[config.mk]
export PLATFORM = sky130hd
export DESIGN_NAME = rpc2_ctrl_axi_rd_resp
export DESIGN_NICKNAME = d
export VERILOG_FILES = /design/src/rtl/rpc2_ctrl_axi_rd_resp.sv
export SDC_FILE = /design/constraint.sdc
export NUM_CORES = 1
export LEC_CHECK = 0
export CAP_MARGIN = 20
export CORE_ASPECT_RATIO = 1.2
export CORE_MARGIN = 2
export CORE_UTILIZATION = 45
export DETAILED_ROUTE_END_ITERATION = 6
export PLACE_DENSITY = 0.73
export SETUP_SLACK_MARGIN = 0.15
export SLEW_MARGIN = 20
export SYNTH_ARGS = -nofsm -noshare
export SYNTH_HDL_FRONTEND = slang
export SYNTH_SLANG_ARGS = --single-unit
[constraint.sdc]
create_clock -name clk -period 2.5 [get_ports clk]
set_input_delay 0.5 -clock clk [delete_from_list [all_inputs] [get_ports clk]]
set_output_delay 0.5 -clock clk [all_outputs]
set_load 0.02 [all_outputs]
[src/rtl/rpc2_ctrl_axi_rd_resp.sv]
`timescale 1ns/1ps
`default_nettype none
// ============================================================================
// Module  : rpc2_ctrl_axi_rd_resp
// Brief   : AXI R-channel generator fed by the AXI-ID and read-data FIFOs.
// Revision: 1.0 - initial release
// ============================================================================
module rpc2_ctrl_axi_rd_resp #(
    parameter int C_ID_WIDTH   = 4,
    parameter int C_DATA_WIDTH = 32,
    parameter int C_LEN_WIDTH  = 8
) (
    input  logic                          clk,
    input  logic                          rst,
    output logic                          axid_rd_en,
    input  logic [C_ID_WIDTH+C_LEN_WIDTH-1:0] axid_rd_data,
    input  logic                          axid_empty,
    output logic                          rdat_rd_en,
    input  logic [C_DATA_WIDTH:0]         rdat_rd_data,
    input  logic                          rdat_empty,
    output logic [C_ID_WIDTH-1:0]         rid,
    output logic [C_DATA_WIDTH-1:0]       rdata,
    output logic [1:0]                    rresp,
    output logic                          rlast,
    output logic                          rvalid,
    input  logic                          rready
);

    localparam logic [1:0] c_st_idle    = 2'd0;
    localparam logic [1:0] c_st_id_load = 2'd1;
    localparam logic [1:0] c_st_active  = 2'd2;
    localparam logic [C_LEN_WIDTH:0] c_pops_one = {{C_LEN_WIDTH{1'b0}}, 1'b1};

    logic [1:0]              r_state;
    logic [1:0]              w_state_next;
    logic [C_ID_WIDTH-1:0]   r_cur_id;
    logic [C_LEN_WIDTH:0]    r_pops_left;
    logic                    r_inflight;
    logic [C_ID_WIDTH-1:0]   r_pend_id;
    logic                    r_pend_last;
    logic [1:0]              r_occ;
    logic [C_ID_WIDTH-1:0]   r_rid;
    logic [C_DATA_WIDTH-1:0] r_rdata;
    logic [1:0]              r_rresp;
    logic                    r_rlast;
    logic [C_ID_WIDTH-1:0]   r_b_id;
    logic [C_DATA_WIDTH-1:0] r_b_data;
    logic [1:0]              r_b_resp;
    logic                    r_b_last;
    logic                    w_axid_rd_en;
    logic                    w_rdat_rd_en;
    logic                    w_last_pop;
    logic                    w_hs;
    logic                    w_credit_ok;
    logic [1:0]              w_new_resp;

    assign rvalid = (r_occ != 2'd0);
    assign w_hs   = rvalid && rready;
    // Pops in flight plus held entries must never exceed the two buffer slots.
    assign w_credit_ok = ({1'b0, r_occ} + {2'b00, r_inflight}) < (3'd2 + {2'b00, w_hs});
    assign w_new_resp  = rdat_rd_data[C_DATA_WIDTH] ? 2'b10 : 2'b00;

    assign axid_rd_en = w_axid_rd_en;
    assign rdat_rd_en = w_rdat_rd_en;
    assign rid   = r_rid;
    assign rdata = r_rdata;
    assign rresp = r_rresp;
    assign rlast = r_rlast;

    always_comb begin
        w_state_next = r_state;
        w_axid_rd_en = 1'b0;
        w_rdat_rd_en = 1'b0;
        w_last_pop   = 1'b0;
        case (r_state)
            c_st_idle: begin
                if (!axid_empty && !rst) begin
                    w_axid_rd_en = 1'b1;
                    w_state_next = c_st_id_load;
                end
            end
            c_st_id_load: w_state_next = c_st_active;
            c_st_active: begin
                if ((|r_pops_left) && !rdat_empty && w_credit_ok && !rst) begin
                    w_rdat_rd_en = 1'b1;
                    if (r_pops_left == c_pops_one) begin
                        w_last_pop   = 1'b1;
                        w_state_next = c_st_idle;
                    end
                end
            end
            default: w_state_next = c_st_idle;
        endcase
    end

    always_ff @(posedge clk) begin
        if (rst) begin
            r_state     <= c_st_idle;
            r_cur_id    <= '0;
            r_pops_left <= '0;
            r_inflight  <= 1'b0;
            r_pend_id   <= '0;
            r_pend_last <= 1'b0;
        end else begin
            r_state     <= w_state_next;
            r_inflight  <= w_rdat_rd_en;
            r_pend_id   <= r_cur_id;
            r_pend_last <= w_last_pop;
            if (r_state == c_st_id_load) begin
                r_cur_id    <= axid_rd_data[C_ID_WIDTH+C_LEN_WIDTH-1 -: C_ID_WIDTH];
                r_pops_left <= {1'b0, axid_rd_data[C_LEN_WIDTH-1:0]} + c_pops_one;
            end else if (w_rdat_rd_en) begin
                r_pops_left <= r_pops_left - c_pops_one;
            end
        end
    end

    // Head entry lives in the output registers; the second slot backs it up.
    always_ff @(posedge clk) begin
        if (rst) begin
            r_occ    <= 2'd0;
            r_rid    <= '0;
            r_rdata  <= '0;
            r_rresp  <= 2'b00;
            r_rlast  <= 1'b0;
            r_b_id   <= '0;
            r_b_data <= '0;
            r_b_resp <= 2'b00;
            r_b_last <= 1'b0;
        end else begin
            case (r_occ)
                2'd0: begin
                    if (r_inflight) begin
                        r_rid   <= r_pend_id;
                        r_rdata <= rdat_rd_data[C_DATA_WIDTH-1:0];
                        r_rresp <= w_new_resp;
                        r_rlast <= r_pend_last;
                        r_occ   <= 2'd1;
                    end
                end
                2'd1: begin
                    if (r_inflight && w_hs) begin
                        r_rid   <= r_pend_id;
                        r_rdata <= rdat_rd_data[C_DATA_WIDTH-1:0];
                        r_rresp <= w_new_resp;
                        r_rlast <= r_pend_last;
                    end else if (r_inflight) begin
                        r_b_id   <= r_pend_id;
                        r_b_data <= rdat_rd_data[C_DATA_WIDTH-1:0];
                        r_b_resp <= w_new_resp;
                        r_b_last <= r_pend_last;
                        r_occ    <= 2'd2;
                    end else if (w_hs) begin
                        r_occ <= 2'd0;
                    end
                end
                default: begin
                    if (w_hs) begin
                        r_rid   <= r_b_id;
                        r_rdata <= r_b_data;
                        r_rresp <= r_b_resp;
                        r_rlast <= r_b_last;
                        if (r_inflight) begin
                            r_b_id   <= r_pend_id;
                            r_b_data <= rdat_rd_data[C_DATA_WIDTH-1:0];
                            r_b_resp <= w_new_resp;
                            r_b_last <= r_pend_last;
                        end else begin
                            r_occ <= 2'd1;
                        end
                    end
                end
            endcase
        end
    end

endmodule
`default_nettype wire

==> metrics.yaml <==
yosys.cell_count.top_type: "dfxtp_1"
worstRegToRegCells: 8
cts_tree: "done"
antenna_found_initial: 0
synth_enable_flop_cells: 0
drive_gt1_share_pct: 9.76
combPwrFrac_pct: 12.8
layout.cells.non_filler: 694
via_per_inst: 5.20
fmax_mhz: 428
postSynthCellCount: 482
num_rows: 38
max_slew_margin_pct: 29.9
hp-class: "flip-flop to flip-flop"
grt_usage_pct: 19.1
synth_nets: 538
grt_start_max_net_pins: 101
synth_fa_ha_area_share_pct: 1.81
p_seq_share_pct: 55.7
max-cap-violations: 0
synth_top_area_share_pct: 47.7
port_buffers: 90
ir_worst_vdd_mv: 0.301
period_needed_ps: 2340
cts_buffers: 9
htreeDepth: 3
end_kind: "output pin"
worstPathArrival_ps: 1840
clkTransAtPathRegs_ps: 80
nFillCells: 810
start_util_pct: 46.0
min_from: "r_pend_id[1]$_SDFF_PP0_"
hpwl_um: 6220
vias: 3612
wl_per_cell_um: 13.8
synth-main-ff-cell: "dfxtp_1"
rsz0062_at_grt: "yes"
power.density_mw_per_mm2: 539
wirelength_um: 9540
cts_sinks: 99
swShare_pct: 24.5
ys_top_cells_by_area: "dfxtp_1 48%, mux2i_1 9.2%, nand2_1 8.3%"
firstDrtPassIters: 5
areaGrowthSynthToFinish_pct: 31.9
nNetsFinal: 625
grt_pass1_wl_um: 15500
ys_types: 41
fin_crit_sh_pct: 93.4
critPathRequiredTime_ps: 2000
slew_violations: 0
p_leak_nw: 1.81
placed_cells: 676
syn_avg_cell_area_sq_um: 8.62
chipWidth_um: 91.7
cp-start-kind: "flip-flop"
gp_congestion: 0.866
drt_iter0_drc: 106
switchingPower_mw: 0.722
synth_compound_area_share_pct: 16.5
clock_latency_ps: 360
p_int_mw: 2.23
synth_common_cells: "99 x dfxtp_1, 92 x nand2_1, 50 x a21oi_1"
syn_area_sq_mm: 0.00415
startpoint: "r_pops_left[5]$_SDFFE_PP0P_"
status: "completed"
synth-simple-area-share_pct: 19.2
seq_area_frac_synth_pct: 47.7
path_class: "flip-flop to output pin"
clockBufferDepth: 2
grt_pass1_vias: 3428
core_area_sq_mm: 0.00903
synth-seq-cells: 99
skew_ps: 6.70
reg2reg_to: "r_pops_left[8]$_SDFFE_PP0P_"
finalPower_mw: 2.95
grt_overflow_total: 0
synth-async-reset-ratio_pct: 0
r2r-start: "r_inflight$_SDFF_PP0_"
setup.worst_path.end: "rdat_rd_en"
tightest_slew_ps: 1050
cts_hold_buffers: 0
io_pins: 92
die_area_sq_mm: 0.0100
rrSetupSlack_ps: 240
drc: 0
drtAntennaViolNets: 0
setup_viol: 0
final_hold_viol_count: 0
clock-root-buffer: "clkbuf_8"
synth_top_family_by_area: "simple AND/OR/NAND/NOR gates"
crit_fanout: 2
ys_warn_count: 0
p_clk_share_pct: 31.5
yosys.area.top_type: "dfxtp_1"
antennaDiodeCount: 0
chipHeight_um: 109
synth-xor-area-share_pct: 1.48
synthMuxAreaShare_pct: 9.16
## critical path: stages, from the launching register on
cell      delay (ps)
dfxtp_2          330
or4_4            530
and4bb_1         330
or3_4            140
inv_2             30
buf_6            120
## per-layer routing
metal	global-route usage [%]	part of all wire (%)	vias up
li1	-	-	1851
met5	0	0	-
met4	8.42	1.4	0
met3	2.63	2.9	9
met1	22.9	44	1680
met2	34.3	52	72
## how the worst min path moves through the flow
stage | slack [ps] | cells past startpoint | to
floorplan | 430 | 2 | r_b_id[0]$_SDFFE_PP0P_
global placement | 440 | 2 | r_b_id[1]$_SDFFE_PP0P_
detailed placement | 440 | 2 | r_b_id[1]$_SDFFE_PP0P_
CTS | 460 | 2 | r_b_last$_SDFFE_PP0P_
global route | 480 | 2 | r_b_data[3]$_SDFFE_PP0P_
finish | 450 | 2 | r_b_id[1]$_SDFFE_PP0P_
## timing repair
item,4_1_cts,5_1_grt
buffers inserted,2,0
resized for setup,19,3
setup endpoints to repair,3,3
pin swaps,5,2
## flip-flops by register name, summed over array words and instances (netlist names), 2 cells and up
name	cells
r_pops_left	9
r_state	2
r_b_id	4
r_b_data	32
r_cur_id	4
rid	4
r_occ	2
r_pend_id	4
rdata	32
## kinds of logic after synthesis
kind of cell	count (synthesis)
buf+inv	43
flops	99
simple gates	182
other cells	1
fa+ha+maj	6
mux	38
xor+xnor	7
compound gates	106
## layout by cell type (no fill, tap or decap), types with 2 or more instances in the layout
| cell type | Yosys | final |
|---|---|---|
| a211oi_1 | 39 | 39 |
| and3_1 | 4 | 4 |
| a211o_1 | 5 | 5 |
| inv_2 | 5 | 5 |
| nor2_1 | 47 | 47 |
| buf_4 | 2 | 22 |
| xor2_1 | 3 | 3 |
| clkbuf_1 | 31 | 4 |
| clkbuf_8 | 0 | 11 |
| o21ai_1 | 3 | 3 |
| nand2b_1 | 2 | 2 |
| nand2_1 | 92 | 92 |
| nand3_1 | 3 | 3 |
| inv_1 | 2 | 2 |
| nor2b_1 | 5 | 5 |
| a311oi_1 | 2 | 2 |
| xnor2_1 | 4 | 4 |
| nor3_1 | 6 | 6 |
| nor4_1 | 8 | 7 |
| ha_4 | 0 | 2 |
| or4_1 | 4 | 3 |
| clkdlybuf4s50_1 | 0 | 86 |
| mux2i_1 | 38 | 38 |
| dfxtp_2 | 0 | 7 |
| dfxtp_1 | 99 | 92 |
| nand4_1 | 4 | 4 |
| ha_1 | 6 | 4 |
| dlygate4sd2_1 | 0 | 2 |
| a21oi_1 | 50 | 49 |
## through the flow
step	util (%)	TNS [ps]	hold slack, ps	setup slack, ps	area, sq um
6_report	60.6	0	450	165	5480
5_1_grt	60.6	0	476	98.1	5480
4_1_cts	60.5	0	455	151	5470
3_5_place_dp	57.9	-850	444	-397	5230
3_3_place_gp	57.9	-733	438	-383	5230
2_1_floorplan	-	0	431	186	4150
## power by group through the flow
stage / Clock, mW / Sequential (mW) / Combinational (mW)
4_1_cts: 0.955 / 1.64 / 0.377
6_report: 0.930 / 1.64 / 0.378
3_3_place_gp: 0 / 1.67 / 0.359
5_1_grt: 1.03 / 1.65 / 0.411
3_5_place_dp: 0 / 1.68 / 0.366
2_1_floorplan: 0 / 1.69 / 0.166
## layout make-up
class / count / area [sq um] / area share, %
flip-flops and latches: 99 / 1990 / 36.3
well taps: 120 / 150 / 2.74
clock buffers: 15 / 166 / 3.04
clock inverters: 1 / 7.51 / 0.137
multi-input cells: 340 / 2060 / 37.6
inverters: 7 / 26.3 / 0.480
repair buffers: 112 / 1070 / 19.6
No activity file was read; power rests on OpenSTA's default activity.
